===== config.mk =====
export PLATFORM = sky130hd
export DESIGN_NAME = onehot_strobe_decoder
export DESIGN_NICKNAME = d
export VERILOG_FILES = /design/src/rtl/onehot_strobe_decoder.sv
export SDC_FILE = /design/constraint.sdc
export NUM_CORES = 1
export LEC_CHECK = 0
export CAP_MARGIN = 0
export CELL_PAD_IN_SITES_DETAIL_PLACEMENT = 0
export CELL_PAD_IN_SITES_GLOBAL_PLACEMENT = 1
export CORE_MARGIN = 2
export CORE_UTILIZATION = 44
export DETAILED_ROUTE_END_ITERATION = 10
export PLACE_DENSITY = 0.92
export SETUP_SLACK_MARGIN = 0.4
export SLEW_MARGIN = 0
export SYNTH_ARGS = -nofsm -noshare
export SYNTH_HDL_FRONTEND = slang
export SYNTH_SLANG_ARGS = --single-unit
export TNS_END_PERCENT = 20

===== constraint.sdc =====
create_clock -name clk -period 2.9 [get_ports clk]
set_clock_uncertainty 0.2 [all_clocks]
set_input_delay 0.725 -clock clk [delete_from_list [all_inputs] [get_ports clk]]
set_output_delay 0.725 -clock clk [all_outputs]
set_load 0.005 [all_outputs]

===== src/rtl/onehot_strobe_decoder.sv =====
// Break-before-make strobe decoder: drives one line of a one-hot output for a
// programmable dwell time, then holds all lines low for a fixed gap.
module onehot_strobe_decoder #(
    parameter int unsigned SEL_W      = 3,
    parameter int unsigned DWELL_W    = 8,
    parameter int unsigned GAP_CYCLES = 1
) (
    input  logic                  clk,
    input  logic                  rst_n,
    input  logic [SEL_W-1:0]      sel,
    input  logic                  sel_valid,
    output logic                  sel_ready,
    input  logic [DWELL_W-1:0]    dwell,
    output logic [2**SEL_W-1:0]   out,
    output logic                  busy,
    output logic                  done
);

    localparam int unsigned OUT_W = 2**SEL_W;
    localparam int unsigned GAP_W = 8;

    localparam logic [1:0] IDLE  = 2'd0;
    localparam logic [1:0] DRIVE = 2'd1;
    localparam logic [1:0] GAP   = 2'd2;

    // Gap counter counts down to zero, so it is loaded with one less than the gap length.
    localparam logic [GAP_W-1:0] GAP_LOAD =
        (GAP_CYCLES == 0) ? '0 : GAP_W'(GAP_CYCLES - 32'd1);

    logic [1:0]         state_q, state_d;
    logic [DWELL_W-1:0] cnt_q,   cnt_d;
    logic [GAP_W-1:0]   gap_q,   gap_d;
    logic [OUT_W-1:0]   out_q,   out_d;
    logic               done_q,  done_d;

    always_ff @(posedge clk or negedge rst_n) begin
        if (!rst_n) begin
            state_q <= IDLE;
            cnt_q   <= '0;
            gap_q   <= '0;
            out_q   <= '0;
            done_q  <= 1'b0;
        end else begin
            state_q <= state_d;
            cnt_q   <= cnt_d;
            gap_q   <= gap_d;
            out_q   <= out_d;
            done_q  <= done_d;
        end
    end

    always_comb begin
        state_d = state_q;
        cnt_d   = cnt_q;
        gap_d   = gap_q;
        out_d   = out_q;
        done_d  = 1'b0;
        case (state_q)
            IDLE: begin
                out_d = '0;
                if (sel_valid) begin
                    state_d = DRIVE;
                    out_d   = OUT_W'(1) << sel;
                    // A dwell of zero still produces a one-cycle strobe.
                    cnt_d   = (dwell == '0) ? '0 : dwell - DWELL_W'(1);
                end
            end
            DRIVE: begin
                if (cnt_q != '0) begin
                    cnt_d = cnt_q - DWELL_W'(1);
                end else begin
                    out_d = '0;
                    if (GAP_CYCLES == 0) begin
                        state_d = IDLE;
                        done_d  = 1'b1;
                    end else begin
                        state_d = GAP;
                        gap_d   = GAP_LOAD;
                    end
                end
            end
            GAP: begin
                out_d = '0;
                if (gap_q != '0) begin
                    gap_d = gap_q - GAP_W'(1);
                end else begin
                    state_d = IDLE;
                    done_d  = 1'b1;
                end
            end
            default: begin
                state_d = IDLE;
                out_d   = '0;
            end
        endcase
    end

    assign sel_ready = (state_q == IDLE);
    assign busy      = ~sel_ready;
    assign out       = out_q;
    assign done      = done_q;

endmodule


==> key figures <==
Layout
  • Util after Layout: 56.9%
  • Inserted Diodes: 0
  • Fin cells: between 200 and 250
  • Post-layout net count: between 200 and 250
  • Fill cell count: 320
  • Syn-to-layout area delta: 23.3%
  • Share of cells above drive strength 1: between 10% and 20%

CTS
  • Cts bufs inserted: 3
  • Clock sink count: 27
  • Clock buffer depth: 2
  • Cts hold-fix bufs: 0
  • CTS tree: done
  • CTS H-tree lvls: 1
  • Worst-Skew Late Latency: ~0.33 ns
  • Root buffer cell: clkbuf_4
  • Worst-path clk slew: roughly 0.15 ns

Critical path
  • Buf+Inv Stages, Crit Path: 1
  • Worst path max stage delay: just under 0.5 ns
  • CP startpoint kind: input pin
  • Critical path's slowest cell: or4_1
  • Crit path kind: in2reg
  • Critical R2R Launch: cnt_q[4]$_DFFE_PN0P_
  • Worst R2R Path Depth: 4
  • Reg2Reg Capture Point: cnt_q[5]$_DFFE_PN0P_
  • Worst Setup End Kind: flip-flop
  • Critical Path RT: around 3.0 ns
  • Crit path cell chain: clkdlybuf4s50_1 > or3_4 > or4_1 > and3_1 > a211oi_2
  • Maximum fanout along the worst path: 5
  • Largest delay contributor family on the critical path: simple AND/OR/NAND/NOR gates
  • Crit path DAT: 2.46 ns
  • Flop2flop setup slack: between 0.6 and 0.7 ns

STA
  • Period utilisation layout: 82.9%
  • Max Clock Freq: 416 MHz
  • Fin crit period: approximately 2.4 ns
  • TNS Setup: 0 ns
  • Max-slew violations: 0
  • RSZ-0062 raised after global routing: yes
  • Final Hold Fails: 0
  • Worst slew pin tran: roughly 0.7 ns
  • Fin Hold WS: roughly 0.31 ns
  • Slew headroom: about 54%
  • Final setup fails: 0

Die
  • Die H: roughly 63 µm
  • Die width: about 63 µm
  • Initial Util: 46.1%
  • Std cell rows: 21
  • Core footprint: ~3400 µm²
  • I/O Pins: 25
  • Total die area: ~4000 µm²

Route
  • Initial DRC count: 85
  • DR DRC count: 0
  • Pre-antenna DRT Iters: 4
  • Final WL: ~3.5 mm
  • Drt wl/cell: 14.9 µm
  • Post-route ant nets: 0
  • Routed vias/inst: between 5 and 6
  • Routed via count: approximately 1,400

Placement
  • # port buffers: 24
  • DPL Wire Length: about 2.6 mm
  • Final Wtd Congestion: 0.830
  • # placed instances: approximately 230

Run status
  • Status: finished, final reports clean

Run
  • Max Cap Viol: 0

Yosys
  • Post-Syn Area: between 1500 and 2000 µm²
  • Cells after synthesis: roughly 160
  • Synth Net Count: 176
  • Seq/Total Area, Yosys: ~44%
  • Asr flop ratio synth: 100%
  • Ys flop type: dfrtp_1
  • Post-synth EDFFs: 0
  • Synth Warn #: 0
  • Distinct cell type count after synthesis: between 40 and 50
  • Seq cells post-synth: 27
  • Syn Area/Cell: ~9.9 µm²

Hold path
  • Hold WC Path Type: reg2reg
  • Hold Crit Start: out[7]$_DFFE_PN0P_
  • WHS Endpoint: out[7]$_DFFE_PN0P_
  • Hold path depth: 2

Global route
  • GRT busiest layer: met2
  • Largest net degree at the start of global routing: 28
  • GR Util met2: approximately a third
  • Grt met3 use: under 10%
  • All-Layer GR Usage: about 18%
  • Vias in the first global route: about 1,300
  • Grt ovf: 0
  • First-pass GRT wire length: about 5.8 mm
  • GR Layer Usage met1: roughly 22%
  • Initial antenna violation count: 0

Pwr
  • Leak: between 0.8 and 0.9 nW
  • Power per cell area: between 700 and 800 nW/µm²
  • Max IR drop VDD: around 370 µV
[logic make-up (layout without fill, tap and decap cells)]
| family | after synthesis | after routing | synth area share (%) |
|---|---|---|---|
| XOR/XNOR | 7 | 7 | 3.95 |
| flip-flops | 27 | 27 | 43.5 |
| buffers and inverters | 13 | 44 | 3.39 |
| AO/OA/AOI/OAI | 41 | 41 | 20.2 |
| multiplexers | 3 | 3 | 1.94 |
| adder cells (fa/ha/maj) | 6 | 6 | 4.84 |
| AND/OR/NAND/NOR | 59 | 59 | 22.1 |
[cell type report]
cell class / instances / area (µm²) / area share [%]
multi-input cells: 116 / 831 / 43.4
well taps: 46 / 57.6 / 3.01
inverters: 11 / 41.3 / 2.16
clock buffers: 3 / 22.5 / 1.18
clock inverters: 1 / 5.00 / 0.262
repair buffers: 29 / 278 / 14.5
flip-flops and latches: 27 / 678 / 35.4
[cell usage after synthesis, drive strengths merged (3+ instances only)]
library cell / n / area share, %
a31oi: 4 / 1.6
xor2: 4 / 2.3
inv: 11 / 2.7
xnor2: 3 / 1.7
and3: 3 / 1.2
nor3: 3 / 0.97
a22o: 4 / 2.3
o21ai: 7 / 2.3
nor2: 18 / 4.4
or4: 4 / 2.2
a21oi: 4 / 1.3
ha: 6 / 4.8
nand2b: 4 / 1.6
dfrtp: 27 / 44
nand2: 6 / 1.5
nor2b: 5 / 2.0
mux2i: 3 / 1.9
a32o: 4 / 2.6
[report_power, final]
part           switching (mW)  internal, mW
registers              0.0914         0.492
logic                   0.299         0.342
clock network           0.111        0.0518
[worst max path at each step]
stage,endpoint,start,cells past startpoint
after floorplan,cnt_q[6]$_DFFE_PN0P_,dwell[4],4
after global routing,cnt_q[2]$_DFFE_PN0P_,dwell[0],7
after global placement,cnt_q[6]$_DFFE_PN0P_,dwell[4],5
after detailed placement,cnt_q[6]$_DFFE_PN0P_,dwell[4],5
after CTS,sel_ready,state_q[0]$_DFFE_PN0P_,2
final,cnt_q[6]$_DFFE_PN0P_,dwell[4],5
[placed cells by master (no fill, tap or decap), types with 2 or more instances in the layout]
cell / netlist / final
o311ai_0: 2 / 2
a31oi_1: 4 / 4
nor2_1: 18 / 17
nand3_1: 2 / 2
o211ai_1: 2 / 2
nand4b_1: 2 / 2
mux2i_1: 3 / 3
a22o_1: 4 / 4
ha_1: 6 / 6
inv_1: 10 / 10
nor2b_1: 5 / 5
o221a_2: 2 / 2
a32o_1: 4 / 4
o2111ai_1: 2 / 2
nor3_1: 3 / 3
clkbuf_4: 0 / 3
clkdlybuf4s50_1: 0 / 24
o31ai_1: 2 / 2
nor4_1: 2 / 2
dfrtp_2: 0 / 2
xnor2_1: 3 / 3
dfrtp_1: 27 / 25
nand2_1: 6 / 6
nand2b_1: 4 / 4
and3_1: 3 / 3
xor2_1: 4 / 4
or4_1: 3 / 3
a21oi_1: 4 / 4
o21ai_0: 7 / 7
and2_1: 2 / 2
buf_4: 1 / 5
[what timing repair did]
action	4_1_cts	5_1_grt
gates resized for setup	3	1
endpoints found under the setup margin	2	3
buffers inserted	0	3
[layer usage]
metal	part of all wire (%)	vias to the layer above
met5	0	-
met4	1.4	0
met3	5.1	7
met2	51	48
met1	43	690
li1	-	649
[stage by stage]
| stage | cell area [µm²] | total power, mW | worst slack, ns |
|---|---|---|---|
| finish | 1910 | 1.39 | 0.496 |
| global route | 1910 | 1.49 | 0.395 |
| CTS | 1890 | 1.38 | 0.414 |
| detailed placement | 1850 | 1.21 | 0.155 |
| global placement | 1850 | 1.17 | 0.173 |
| floorplan | 1550 | 0.952 | 0.680 |
[state kept, by name (all words and copies together), names as in the netlist]
register  flops
gap_q         8
state_q       2
out           8
cnt_q         8
done          1
[worst reg2reg max path, stage by stage (launching register included)]
cell     delay, ns
dfrtp_1       0.47
nor4_1        0.57
a41o_1        0.39
inv_2         0.14
a221o_1       0.35
No activity file was read; power rests on OpenSTA's default activity.
